<file path="config.mk">
export PLATFORM = sky130hd
export DESIGN_NAME = gain_ramp_ctrl
export DESIGN_NICKNAME = d
export VERILOG_FILES = /design/src/rtl/gain_ctrl_pkg.sv /design/src/rtl/gain_step_calc.sv /design/src/rtl/gain_ramp_ctrl.sv
export SDC_FILE = /design/constraint.sdc
export NUM_CORES = 1
export LEC_CHECK = 0
export CAP_MARGIN = 30
export CORE_UTILIZATION = 50
export CTS_CLUSTER_DIAMETER = 100
export DETAILED_ROUTE_END_ITERATION = 7
export HOLD_SLACK_MARGIN = 0.15
export PLACE_DENSITY = 0.76
export SYNTH_ARGS = -nofsm -noshare
export SYNTH_HDL_FRONTEND = slang
export SYNTH_SLANG_ARGS = --single-unit
</file>
<file path="constraint.sdc">
create_clock -name csi_clk -period 7.6 [get_ports csi_clk]
set_clock_uncertainty 0.1 [all_clocks]
set_input_delay 1.52 -clock csi_clk [delete_from_list [all_inputs] [get_ports csi_clk]]
set_output_delay 1.52 -clock csi_clk [all_outputs]
set_load 0.1 [all_outputs]
</file>
<file path="src/rtl/gain_ctrl_pkg.sv">
// gain_ctrl_pkg: shared types and register map for the gain ramp controller
//   state_t    : sequencer states (INIT loads the reset coef, IDLE waits, RAMP steps toward target)
//   ADDR_*     : Avalon-MM register addresses
//   CTRL_*     : bit positions in a CTRL write
//   STAT_*     : bit positions in a STATUS read
package gain_ctrl_pkg;
   typedef enum logic [1:0] {INIT, IDLE, RAMP} state_t;
   localparam logic [1:0] ADDR_TARGET = 2'd0;
   localparam logic [1:0] ADDR_STEP   = 2'd1;
   localparam logic [1:0] ADDR_SPS    = 2'd2;
   localparam logic [1:0] ADDR_CTRL   = 2'd3;
   localparam int CTRL_START    = 0;
   localparam int CTRL_ABORT    = 1;
   localparam int CTRL_DONE_CLR = 2;
   localparam int STAT_BUSY     = 0;
   localparam int STAT_DONE     = 1;
endpackage

</file>
<file path="src/rtl/gain_step_calc.sv">
// gain_step_calc: one saturating step of cur toward tgt by at most stp
//   i_cur  : current coef (signed)
//   i_tgt  : target coef (signed)
//   i_stp  : step size (unsigned, one bit narrower than coef)
//   o_next : next coef; equals i_tgt when within one step or when i_stp is zero
module gain_step_calc #(
   parameter int COEF_WDT = 16
)(
   input  logic signed [COEF_WDT-1:0] i_cur,
   input  logic signed [COEF_WDT-1:0] i_tgt,
   input  logic        [COEF_WDT-2:0] i_stp,
   output logic signed [COEF_WDT-1:0] o_next
);
   logic signed [COEF_WDT:0] w_cur_x;
   logic signed [COEF_WDT:0] w_stp_x;
   logic signed [COEF_WDT:0] w_diff;
   logic        [COEF_WDT:0] w_mag;
   logic                     w_snap;
   // One extra bit keeps the difference of two full-range coefs from wrapping
   always_comb begin
      w_cur_x = (COEF_WDT+1)'(i_cur);
      w_stp_x = signed'({2'b00, i_stp});
      w_diff  = (COEF_WDT+1)'(i_tgt) - w_cur_x;
      w_mag   = w_diff[COEF_WDT] ? unsigned'(-w_diff) : unsigned'(w_diff);
      w_snap  = (i_stp == '0) || (w_mag <= unsigned'(w_stp_x));
      // When not snapping, |diff| > stp so cur +/- stp stays strictly inside [cur, tgt]
      o_next  = w_snap ? i_tgt : COEF_WDT'(w_diff[COEF_WDT] ? w_cur_x - w_stp_x : w_cur_x + w_stp_x);
   end
endmodule

</file>
<file path="src/rtl/gain_ramp_ctrl.sv">
// gain_ramp_ctrl: ramps the gain block coef toward a CPU-programmed target, one step per N samples
//   csi_clk/rsi_reset_n : clock, synchronous active-low reset
//   avs_*               : Avalon-MM slave; 0 TARGET, 1 STEP, 2 SPS, 3 CTRL(w)/STATUS(r); readdata registered
//   smp_valid           : sample strobe that paces the ramp
//   coef_write/_writedata : one-cycle coef write to the gain block, sign-extended to 32 bits
//   busy                : high while ramping
//   irq                 : one-cycle pulse when the target is reached
module gain_ramp_ctrl
   import gain_ctrl_pkg::*;
#(
   parameter int COEF_WDT  = 16,
   parameter int CNT_WDT   = 16,
   parameter int COEF_INIT = 2**(COEF_WDT-2)
)(
   input  logic        csi_clk,
   input  logic        rsi_reset_n,
   input  logic [1:0]  avs_address,
   input  logic        avs_write,
   input  logic        avs_read,
   input  logic [31:0] avs_writedata,
   output logic [31:0] avs_readdata,
   input  logic        smp_valid,
   output logic        coef_write,
   output logic [31:0] coef_writedata,
   output logic        busy,
   output logic        irq
);
   localparam logic signed [COEF_WDT-1:0] INIT_C = COEF_WDT'(COEF_INIT);
   state_t                      r_state;
   logic signed [COEF_WDT-1:0]  r_target;
   logic        [COEF_WDT-2:0]  r_step;
   logic        [CNT_WDT-1:0]   r_sps;
   logic signed [COEF_WDT-1:0]  r_tgt;
   logic        [COEF_WDT-2:0]  r_stp;
   logic        [CNT_WDT-1:0]   r_sps_l;
   logic        [CNT_WDT-1:0]   r_cnt;
   logic signed [COEF_WDT-1:0]  r_cur;
   logic                        r_fin;
   logic                        r_done;
   logic signed [COEF_WDT-1:0]  w_next;
   logic                        w_ctrl_wr;
   logic                        w_start;
   logic                        w_abort;
   logic                        w_clr;
   logic                        w_last;
   logic [31:0]                 w_rdata;
   logic                        w_unused;
   gain_step_calc #(.COEF_WDT(COEF_WDT)) u_step (
      .i_cur  (r_cur),
      .i_tgt  (r_tgt),
      .i_stp  (r_stp),
      .o_next (w_next)
   );
   assign w_unused = ^avs_writedata;
   always_comb begin
      w_ctrl_wr = avs_write && (avs_address == ADDR_CTRL);
      w_abort   = w_ctrl_wr && avs_writedata[CTRL_ABORT];
      w_start   = w_ctrl_wr && avs_writedata[CTRL_START] && !avs_writedata[CTRL_ABORT];
      w_clr     = w_ctrl_wr && avs_writedata[CTRL_DONE_CLR];
      // SPS of 0 behaves as 1: every sample is a step boundary
      w_last    = (r_sps_l <= CNT_WDT'(1)) || (r_cnt == r_sps_l - CNT_WDT'(1));
      w_rdata   = (avs_address == ADDR_TARGET) ? 32'(r_target) :
                  (avs_address == ADDR_STEP)   ? 32'(r_step)   :
                  (avs_address == ADDR_SPS)    ? 32'(r_sps)    :
                  {30'd0, r_done, busy};
   end
   always_ff @(posedge csi_clk) begin
      if (!rsi_reset_n) begin
         r_state        <= INIT;
         r_target       <= INIT_C;
         r_step         <= '0;
         r_sps          <= '0;
         r_tgt          <= INIT_C;
         r_stp          <= '0;
         r_sps_l        <= '0;
         r_cnt          <= '0;
         r_cur          <= INIT_C;
         r_fin          <= 1'b0;
         r_done         <= 1'b0;
         avs_readdata   <= '0;
         coef_write     <= 1'b0;
         coef_writedata <= '0;
         busy           <= 1'b0;
         irq            <= 1'b0;
      end else begin
         coef_write <= 1'b0;
         irq        <= 1'b0;
         if (avs_write && avs_address == ADDR_TARGET) r_target <= avs_writedata[COEF_WDT-1:0];
         if (avs_write && avs_address == ADDR_STEP)   r_step   <= avs_writedata[COEF_WDT-2:0];
         if (avs_write && avs_address == ADDR_SPS)    r_sps    <= avs_writedata[CNT_WDT-1:0];
         if (avs_read) avs_readdata <= w_rdata;
         // A completion later in this block overrides the clear, so done stays set
         if (w_clr) r_done <= 1'b0;
         case (r_state)
            INIT: begin
               coef_write     <= 1'b1;
               coef_writedata <= 32'(INIT_C);
               r_state        <= IDLE;
            end
            IDLE: begin
               if (w_start) begin
                  r_tgt   <= r_target;
                  r_stp   <= r_step;
                  r_sps_l <= r_sps;
                  r_cnt   <= '0;
                  r_fin   <= 1'b0;
                  busy    <= 1'b1;
                  r_state <= RAMP;
               end
            end
            RAMP: begin
               if (w_abort) begin
                  r_fin   <= 1'b0;
                  busy    <= 1'b0;
                  r_state <= IDLE;
               end else if (w_start) begin
                  r_tgt   <= r_target;
                  r_stp   <= r_step;
                  r_sps_l <= r_sps;
                  r_cnt   <= '0;
                  r_fin   <= 1'b0;
               end else if (r_fin) begin
                  // Target reached on the previous step; its write (if any) has gone out
                  r_fin   <= 1'b0;
                  r_done  <= 1'b1;
                  irq     <= 1'b1;
                  busy    <= 1'b0;
                  r_state <= IDLE;
               end else if (smp_valid) begin
                  if (w_last) begin
                     r_cnt <= '0;
                     r_fin <= (w_next == r_tgt);
                     if (w_next != r_cur) begin
                        r_cur          <= w_next;
                        coef_write     <= 1'b1;
                        coef_writedata <= 32'(w_next);
                     end
                  end else begin
                     r_cnt <= r_cnt + CNT_WDT'(1);
                  end
               end
            end
            default: r_state <= IDLE;
         endcase
      end
   end
endmodule
</file>
Word level (Yosys, flattened, before mapping)
Cells that the tools add are included.
{"block": "classes", "n_addsub": 6, "n_lt_le_gt_ge": 2, "n_eq_ne": 19, "n_mux": 59, "n_bitwise": 5, "n_reduce_logical": 24}
{"cell": "2-to-1 mux 16 bit", "count": 14}
{"cell": "2-to-1 mux 32 bit", "count": 7}
{"cell": "case mux 16 bit (2 select lines)", "count": 3}
{"cell": "case mux 32 bit (2 select lines)", "count": 1}
{"cell": "== test 16 bit", "count": 2}
{"cell": "2-to-1 mux 15 bit", "count": 2}
{"cell": "case mux 15 bit (2 select lines)", "count": 1}
{"cell": "2-to-1 mux 1 bit", "count": 22}
{"cell": "<= comparator 17 x 15 -> 1 bit", "count": 1}
{"cell": "2-to-1 mux 17 bit", "count": 1}
{"cell": "negator 17 bit", "count": 1}
{"cell": "subtractor 16 x 16 -> 17 bit", "count": 1}
{"cell": "adder 16 x 1 -> 16 bit (second input constant)", "count": 1}
{"cell": "adder 16 bit", "count": 1}
{"cell": "<= comparator 16 x 1 -> 1 bit (second input constant)", "count": 1}
{"cell": "inequality test 16 bit", "count": 1}
{"cell": "subtractor 16 x 1 -> 16 bit (second input constant)", "count": 1}
{"cell": "subtractor 16 bit", "count": 1}
{"cell": "logical NOT 15 bit", "count": 1}
{"cell": "inequality test 2 bit (second input constant)", "count": 7}
{"cell": "AND reduction 7 bit", "count": 2}
{"cell": "inequality test 3 bit (second input constant)", "count": 4}
{"cell": "logical AND 1 bit", "count": 8}
{"cell": "2-to-1 mux 2 bit", "count": 4}
{"cell": "other kinds (14)", "count": 27}
{"block": "word_totals", "regBits": 197, "input_bits": 39, "output_inout_bits": 67}

Longest topological paths before layout
Gate-level depths: netlist (run 1).
{"block": "depth", "depth_word": 14, "mapped_depth": 27, "depth_no_buf": 24}

Hierarchy
From an unflattened synthesis (run 1), not the netlist that was laid out.
{"block": "hier_totals", "hier_cells": 1325, "hier_area_um2": 10772.8}
{"module": "gain_ramp_ctrl", "instances": 1, "cells_per_inst": 951, "area_each_um2": 8002.7, "seq_area_each_um2": 3323.2}
{"module": "gain_step_calc", "instances": 1, "cells_per_inst": 374, "area_each_um2": 2770.2, "seq_area_each_um2": 0.0}

Worst setup path before layout (run 1)
Ideal clock, no wire load.
{"block": "synth_timing", "kind": "flip-flop to flip-flop", "start": "reg r_tgt[0]", "end": "reg coef_writedata[30]", "setup_ns": 0.076, "arrival_ns": 5.954, "path_slack_ns": 1.470, "path_stages_with_launch": 27, "n_path_buf": 2, "synth_period_minus_slack_ns": 6.130, "cell_sequence": "dfxtp_1 inv_1 ha_1 fa_1 and2b_1 o2111ai_2 a211oi_1 o21ai_0 a2bb2oi_1 clkbuf_1 nor2_1 a21o_1 inv_1 ha_1 nor2b_1 o31a_1 o221a_2 o211ai_1 nand2_1 o311ai_0 xnor2_1 o2111ai_1 mux2_2 a2111oi_1 a22oi_2 buf_2 o22ai_1"}
{"block": "synth_between", "elab_chain_cells": 13}
{"item": "start: declaration", "line": "gain_ramp_ctrl.sv:33", "rtl": "logic signed [COEF_WDT-1:0] r_tgt;"}
{"item": "start signal: assignment", "line": "gain_ramp_ctrl.sv:102", "rtl": "r_tgt <= r_target;"}
{"item": "start signal: assignment", "line": "gain_ramp_ctrl.sv:117", "rtl": "r_tgt <= r_target;"}
{"item": "subtractor 16 x 16 -> 17 bit", "line": "gain_step_calc.sv:23", "rtl": "w_diff = (COEF_WDT+1)'(i_tgt) - w_cur_x;"}
{"item": "negator 17 bit", "line": "gain_step_calc.sv:24", "rtl": "w_mag = w_diff[COEF_WDT] ? unsigned'(-w_diff) : unsigned'(w_diff);"}
{"item": "2-to-1 mux 17 bit", "line": "gain_step_calc.sv:24"}
{"item": "<= comparator 17 x 15 -> 1 bit", "line": "gain_step_calc.sv:25", "rtl": "w_snap = (i_stp == '0) || (w_mag <= unsigned'(w_stp_x));"}
{"item": "logical OR 1 bit", "line": "gain_step_calc.sv:25"}
{"item": "2-to-1 mux 16 bit (*)", "line": "gain_step_calc.sv:27", "rtl": "o_next = w_snap ? i_tgt : COEF_WDT'(w_diff[COEF_WDT] ? w_cur_x - w_stp_x : w_cur_x + w_stp_x);"}
{"item": "2-to-1 mux 32 bit", "line": "gain_ramp_ctrl.sv:133", "rtl": "if (w_next != r_cur) begin"}
{"item": "2-to-1 mux 32 bit", "line": "gain_ramp_ctrl.sv:130", "rtl": "if (w_last) begin"}
{"item": "2-to-1 mux 32 bit", "line": "gain_ramp_ctrl.sv:129", "rtl": "end else if (smp_valid) begin"}
{"item": "2-to-1 mux 32 bit", "line": "gain_ramp_ctrl.sv:122", "rtl": "end else if (r_fin) begin"}
{"item": "2-to-1 mux 32 bit", "line": "gain_ramp_ctrl.sv:116", "rtl": "end else if (w_start) begin"}
{"item": "2-to-1 mux 32 bit", "line": "gain_ramp_ctrl.sv:112", "rtl": "if (w_abort) begin"}
{"item": "case mux 32 bit (2 select lines)", "line": "gain_ramp_ctrl.sv:94", "rtl": "case (r_state)"}
{"item": "end signal: assignment", "line": "gain_ramp_ctrl.sv:97", "rtl": "coef_writedata <= 32'(INIT_C);"}
{"item": "end signal: assignment", "line": "gain_ramp_ctrl.sv:136", "rtl": "coef_writedata <= 32'(w_next);"}
{"item": "end: declaration", "line": "gain_ramp_ctrl.sv:24", "rtl": "output logic [31:0] coef_writedata,"}
Mark *: on every way between the ends. The rest lies on a longest branch, timed or not. The select of a mux whose other input is x is not followed.
A chain may end at the register's enable or synchronous reset.

Worst setup path in the final report (run 1)
{"block": "layout_timing", "start": "reg r_tgt[0]", "end": "reg r_cur[5]"}
{"block": "layout_between", "elab_chain_cells": 8}
{"item": "subtractor 16 x 16 -> 17 bit", "line": "gain_step_calc.sv:23"}
{"item": "negator 17 bit", "line": "gain_step_calc.sv:24"}
{"item": "2-to-1 mux 17 bit", "line": "gain_step_calc.sv:24"}
{"item": "<= comparator 17 x 15 -> 1 bit", "line": "gain_step_calc.sv:25"}
{"item": "logical OR 1 bit", "line": "gain_step_calc.sv:25"}
{"item": "2-to-1 mux 16 bit (*)", "line": "gain_step_calc.sv:27"}
{"item": "inequality test 16 bit", "line": "gain_ramp_ctrl.sv:133"}
{"item": "AND reduction 7 bit (no line)"}
{"item": "end signal: assignment", "line": "gain_ramp_ctrl.sv:134", "rtl": "r_cur <= w_next;"}
{"item": "end: declaration", "line": "gain_ramp_ctrl.sv:37", "rtl": "logic signed [COEF_WDT-1:0] r_cur;"}
Mark *: on every way between the ends. The rest lies on a longest branch, timed or not.

==> impl_metrics.json, run 1 <==
{
  "status": "finished clean",
  "htreeDepth": 4,
  "core_um2": 21000,
  "tightest_slew_ps": 999,
  "dpl_cell_area_um2": 11500,
  "crit_path_max_fanout": 13,
  "antenna_cells": 0,
  "finalHoldViolCount": 0,
  "dpl.cell_count": 1668,
  "track_usage_pct": 27.8,
  "drive_gt1_share_pct": 5.26,
  "drt_wl_total_um": 30500,
  "first_pass_iters": 6,
  "avgSynthCellArea_um2": 7.68,
  "syn2layout_area_growth_pct": 13.9,
  "initial_core_util_pct": 50.8,
  "clockRootBuffer": "clkbuf_16",
  "final.setup.worst_slack_ps": 509,
  "synth_cell_types": 84,
  "cts_setup_buffers": 0,
  "io_pins": 106,
  "cp-start-kind": "flop",
  "holdWs_ps": 357,
  "utilization_pct": 57.9,
  "drc": 0,
  "antenna_found_initial": 0,
  "drt_iter0_drc": 932,
  "cpMaxStageDelayCell": "or4b_1",
  "power.total_mw": 2.01,
  "min_period_ps": 7090,
  "wl_per_cell_um": 17.9,
  "worst-setup-path-type": "flop to flop",
  "layout.nets": 1504,
  "finalSetupTns_ps": 0,
  "syn_nets": 1480,
  "postRouteAntennaNets": 0,
  "grt_pass1_wl_um": 47800,
  "ys.flop_type": "dfxtp_1",
  "grt_pass1_vias": 8956,
  "drv_slew": 0,
  "yosys_warnings": 0,
  "pre_cts_ws_ps": 581,
  "port_buffers": 89,
  "cts_sinks": 166,
  "slowest_delay_ps": 590,
  "syn_area_um2": 10700,
  "clkTransAtPathRegs_ps": 70,
  "grt_remaining_overflow": 0,
  "arrival_ps": 7360,
  "endpoint_kind": "flop",
  "relSlewSlack_pct": 33.3,
  "seq_area_frac_synth_pct": 31.2,
  "rows": 53,
  "gp_congestion": 0.927,
  "vias": 9859,
  "ys_seq_elements": 166,
  "synth-async-reset-ratio_pct": 0,
  "peakVddDrop_mv": 0.157,
  "fin_crit_sh_pct": 93.3,
  "grt_max_degree": 72,
  "finish.instance_area_um2": 12100,
  "crit_chain": "inv_1 > ha_1 > fa_1 > and2b_1 > o2111ai_2 > a211oi_1 > nor2_1 > xnor2_1 > or4b_1 > o21ai_0 > xnor2_1 > ha_1 > nand4_1 > or4_1 > o221ai_1 > a21oi_1 > or4_4 > o211ai_4 > mux2_4 > a221o_1 > o21ai_4 > buf_4 > mux2i_1",
  "synth_edf_count": 0,
  "rsz0062_at_grt": "false",
  "via_per_inst": 5.80,
  "clock_latency_ps": 440,
  "clk_path_buf_depth": 2,
  "design.die.area_um2": 21900,
  "drv_cap": 0,
  "netlist_instances": 1388,
  "die_h_um": 148,
  "layout_common_cells": "nand2_1, dfxtp_1, a21oi_1, clkdlybuf4s50_1, nor2_1",
  "layout_commonest_cell": "nand2_1",
  "power_density_nw_per_um2": 165,
  "cp.required_ps": 7860,
  "dp_hpwl_um": 22700,
  "fin_cells": 1700,
  "timing.fmax_mhz": 141,
  "cts_tree": "yes",
  "p_leak_nw": 4.66,
  "finalSetupViolations": 0,
  "ctsHoldBuffers": 0,
  "hold_path.class": "flop to flop",
  "cts_resized": 0,
  "die_x_um": 148,
  "cts_buffers": 17
}
## state kept, by name, summed over array words and instances, names as in the netlist
name,flops
coef_write,1
r_sps_l,16
r_fin,1
r_tgt,16
r_step,15
r_target,16
avs_readdata,17
r_stp,15
busy,1
irq,1
r_sps,16
r_done,1
r_state,2
r_cnt,16
r_cur,16
coef_writedata,16
## kinds of logic after synthesis
group | count (synthesis) | share of synthesized area [%]
AOI/OAI and AO/OA | 355 | 21.3
DFF | 166 | 31.2
and+or+nand+nor | 494 | 20.6
xor gates and xnor gates | 105 | 8.63
muxes | 42 | 4.33
adders and majority gates | 53 | 6.36
buffers and inverters | 173 | 7.57
## critical path, delay by kind of cell, from the launching register on
| kind | cells | cell delay, ps |
|---|---|---|
| xor+xnor | 2 | 340 |
| flops | 1 | 440 |
| simple gates | 6 | 2100 |
| compound gates | 8 | 2080 |
| mux | 2 | 580 |
| fa+ha+maj | 3 | 1000 |
| buf+inv | 2 | 350 |
## Yosys cell counts, types with 3 or more instances
master | number | area, µm²
buf_2 | 5 | 25.0
a211oi_1 | 24 | 180
o21ai_0 | 45 | 225
nor3_1 | 16 | 80.1
nor2_1 | 88 | 330
mux2_2 | 8 | 90.1
o221ai_1 | 3 | 26.3
mux2i_1 | 30 | 300
or3_1 | 10 | 62.6
o21a_1 | 11 | 82.6
o31ai_1 | 9 | 67.6
buf_6 | 4 | 45.0
ha_1 | 51 | 638
a31oi_1 | 10 | 62.6
nor2b_1 | 10 | 62.6
xnor2_1 | 65 | 569
and3_1 | 9 | 56.3
a21oi_1 | 147 | 736
o21bai_1 | 3 | 22.5
xor2_1 | 40 | 350
or2_2 | 4 | 25.0
nor4_1 | 14 | 87.6
clkbuf_1 | 51 | 191
o22ai_1 | 18 | 113
o21ai_1 | 5 | 25.0
nand2b_1 | 11 | 68.8
a2111oi_0 | 3 | 26.3
and4_1 | 5 | 43.8
o31a_1 | 3 | 26.3
a211o_1 | 7 | 61.3
buf_1 | 5 | 18.8
nand2_1 | 272 | 1020
nand4_1 | 16 | 100
nand3b_1 | 3 | 22.5
or4_1 | 5 | 37.5
and2_1 | 5 | 31.3
o211ai_1 | 13 | 97.6
a21o_1 | 16 | 120
nand3_1 | 16 | 80.1
o2111ai_1 | 5 | 43.8
a221o_1 | 4 | 40.0
buf_4 | 32 | 240
inv_1 | 74 | 278
dfxtp_1 | 166 | 3320
## final cells by class
type                    count  area, µm²
multi-input cells        1049       6530
inverters                  75        283
fillers                  1977       8810
repair buffers            103       1040
clock buffers              17        425
clock inverters            15        203
well taps                 275        344
flip-flops and latches    166       3320
## final timing paths
kind	from	to	slack, ps	depth (start not counted)
max	r_tgt[0]	r_cur[5]	510	23
min	r_stp[4]	r_stp[4]	360	2
min reg2reg	r_stp[4]	r_stp[4]	360	2
max reg2reg	r_tgt[0]	r_cur[5]	510	23
## report_power, final
group,total (mW),internal (mW),switching [mW]
combinational,0.191,0.0636,0.127
clock,0.922,0.506,0.416
sequential,0.895,0.883,0.0114
## per-layer routing
metal | global-route usage, % | share of wire [%] | wire, µm | vias up
met5 | 0 | 0 | 0 | -
met4 | 9.54 | 2.7 | 816 | 0
met3 | 4.54 | 6.4 | 1950 | 58
met2 | 44.1 | 45 | 13900 | 325
met1 | 38.2 | 45 | 13900 | 4623
li1 | - | - | - | 4853
No activity file was read; power rests on OpenSTA's default activity.
==> inputs of run 2 (changes only) <==
==> constraint.sdc (replaced) <==
create_clock -name csi_clk -period 7.6 [get_ports csi_clk]
set_clock_uncertainty 0.1 [all_clocks]
set_input_delay 0.76 -clock csi_clk [delete_from_list [all_inputs] [get_ports csi_clk]]
set_output_delay 0.76 -clock csi_clk [all_outputs]
set_load 0.1 [all_outputs]
==> impl_metrics.json, run 2 (synthesized netlist as in run 1, its figures left out) <==
{
  "drv_cap": 0,
  "status": "finished clean",
  "finalSetupTns_ps": 0,
  "cts_resized": 0,
  "layout_commonest_cell": "nand2_1",
  "drt_iter0_drc": 783,
  "min_period_ps": 7080,
  "vias": 9945,
  "dpl_cell_area_um2": 11500,
  "syn2layout_area_growth_pct": 14.0,
  "die_h_um": 148,
  "multiInputGateArea_um2": 6530,
  "rsz0062_at_grt": "false",
  "first_pass_iters": 5,
  "postRouteAntennaNets": 0,
  "clockRootBuffer": "clkbuf_16",
  "tightest_slew_ps": 1010,
  "htreeDepth": 4,
  "drc": 0,
  "worst-setup-path-type": "flop to flop",
  "crit_path_max_fanout": 13,
  "regArea_um2": 3320,
  "timing.fmax_mhz": 141,
  "cts_buffers": 17,
  "drive_gt1_share_pct": 5.73,
  "clk_path_buf_depth": 2,
  "hold_path.class": "flop to flop",
  "arrival_ps": 7250,
  "finalSetupViolations": 0,
  "relSlewSlack_pct": 32.6,
  "die_x_um": 148,
  "cts_setup_buffers": 0,
  "power_density_nw_per_um2": 162,
  "track_usage_pct": 27.8,
  "cts_tree": "yes",
  "drv_slew": 0,
  "io_pins": 106,
  "rows": 53,
  "cp-start-kind": "flop",
  "fin_crit_sh_pct": 93.2,
  "clock_latency_ps": 430,
  "top_register": "avs_readdata",
  "core_um2": 21000,
  "peakVddDrop_mv": 0.208,
  "design.die.area_um2": 21900,
  "endpoint_kind": "flop",
  "layout.nets": 1511,
  "grt_pass1_wl_um": 48000,
  "largest_reg_flops": 17,
  "via_per_inst": 5.83,
  "grt_max_degree": 84,
  "finish.instance_area_um2": 12100,
  "layout_common_cells": "nand2_1, dfxtp_1, a21oi_1, clkdlybuf4s50_1, nor2_1",
  "grt_remaining_overflow": 0,
  "gp_congestion": 0.955,
  "p_leak_nw": 4.66,
  "antenna_cells": 0,
  "initial_core_util_pct": 50.8,
  "drt_wl_total_um": 30300,
  "ctsHoldBuffers": 0,
  "cp.required_ps": 7770,
  "cts_sinks": 166,
  "antenna_found_initial": 0,
  "grt_pass1_vias": 9129,
  "fillCellCount": 1956,
  "clkTransAtPathRegs_ps": 80,
  "port_buffers": 89,
  "wl_per_cell_um": 17.7,
  "dp_hpwl_um": 22700,
  "finalHoldViolCount": 0
}
run 2: changes by cell type in the layout (fill, tap and decap cells not counted), moves of 2 or more:
| cell | before | now |
|---|---|---|
| clkinvlp_4 | 0 | 2 |
| inv_6 | 5 | 3 |
| bufinv_16 | 2 | 0 |
| inv_8 | 4 | 7 |
| buf_4 | 12 | 19 |
run 2: per-layer routing:
layer	share of wire (%)	track usage, %
met1	45	38.0
met2	46	44.6
met3	6.7	4.23
met4	2.4	9.23
met5	0	0
run 2: final cells by class:
cell class	count	share of cell area, %
Clock inverter	15	1.39
Inverter	75	2.33
Sequential cell	166	27.4
Multi-Input combinational cell	1049	53.8
Tap cell	275	2.83
Clock buffer	17	3.50
Timing Repair Buffer	110	8.83
run 2: power breakdown:
part | switching, mW | internal [mW] | leakage (nW)
sequential | 0.0116 | 0.883 | 1.34
combinational | 0.127 | 0.0639 | 3.03
clock | 0.430 | 0.447 | 0.287
total | 0.569 | 1.39 | 4.66
run 2: worst paths after layout:
| path | startpoint | end | slack, ps | cells past startpoint |
|---|---|---|---|---|
| setup / recovery | r_tgt[0] | r_cur[11] | 520 | 22 |
| hold / removal | coef_writedata[10] | coef_writedata[10] | 360 | 2 |
| setup reg to reg | r_tgt[0] | r_cur[11] | 520 | 22 |
| hold reg to reg | coef_writedata[10] | coef_writedata[10] | 360 | 2 |
run 2: critical path: stages (launching register included):
cell and delay [ps]:
dfxtp_1 420, inv_1 100, ha_1 250, fa_1 420, and2b_1 240, o2111ai_2 160, a211oi_1 490, nor2_1 120
xnor2_1 220, or4b_1 580, o21ai_0 230, xnor2_1 110, ha_1 330, nand4_1 80, or4_1 520, o221ai_1 90
a21oi_1 140, or4_4 570, o211ai_4 250, mux2_4 380, a221oi_2 510, a21o_1 480, a211oi_1 150
run 2: through the flow:
| step | util, % | setup WS (ps) | instances | hold slack [ps] | total power [mW] |
|---|---|---|---|---|---|
| finish | 58.0 | 518 | 1707 | 356 | 1.96 |
| floorplan | - | 1470 | 1388 | 336 | 1.05 |
| global placement | 54.9 | 687 | 1672 | 342 | 1.10 |
| CTS | 58.0 | 594 | 1707 | 357 | 1.97 |
| global route | 58.0 | 191 | 1707 | 380 | 2.03 |
| detailed placement | 55.1 | 625 | 1675 | 344 | 1.10 |
==> inputs of run 3 (changes only) <==
--- a/config.mk
+++ b/config.mk
@@ -5,9 +5,11 @@
 export SDC_FILE = /design/constraint.sdc
 export NUM_CORES = 1
 export LEC_CHECK = 0
+export ABC_CLOCK_PERIOD_IN_PS = 7600
 export CAP_MARGIN = 30
 export CORE_UTILIZATION = 50
 export CTS_CLUSTER_DIAMETER = 100
+export CTS_CLUSTER_SIZE = 10
 export DETAILED_ROUTE_END_ITERATION = 7
 export HOLD_SLACK_MARGIN = 0.15
 export PLACE_DENSITY = 0.76
==> results of run 3 <==
Final layout, timing and power as in run 2 (identical DEF).
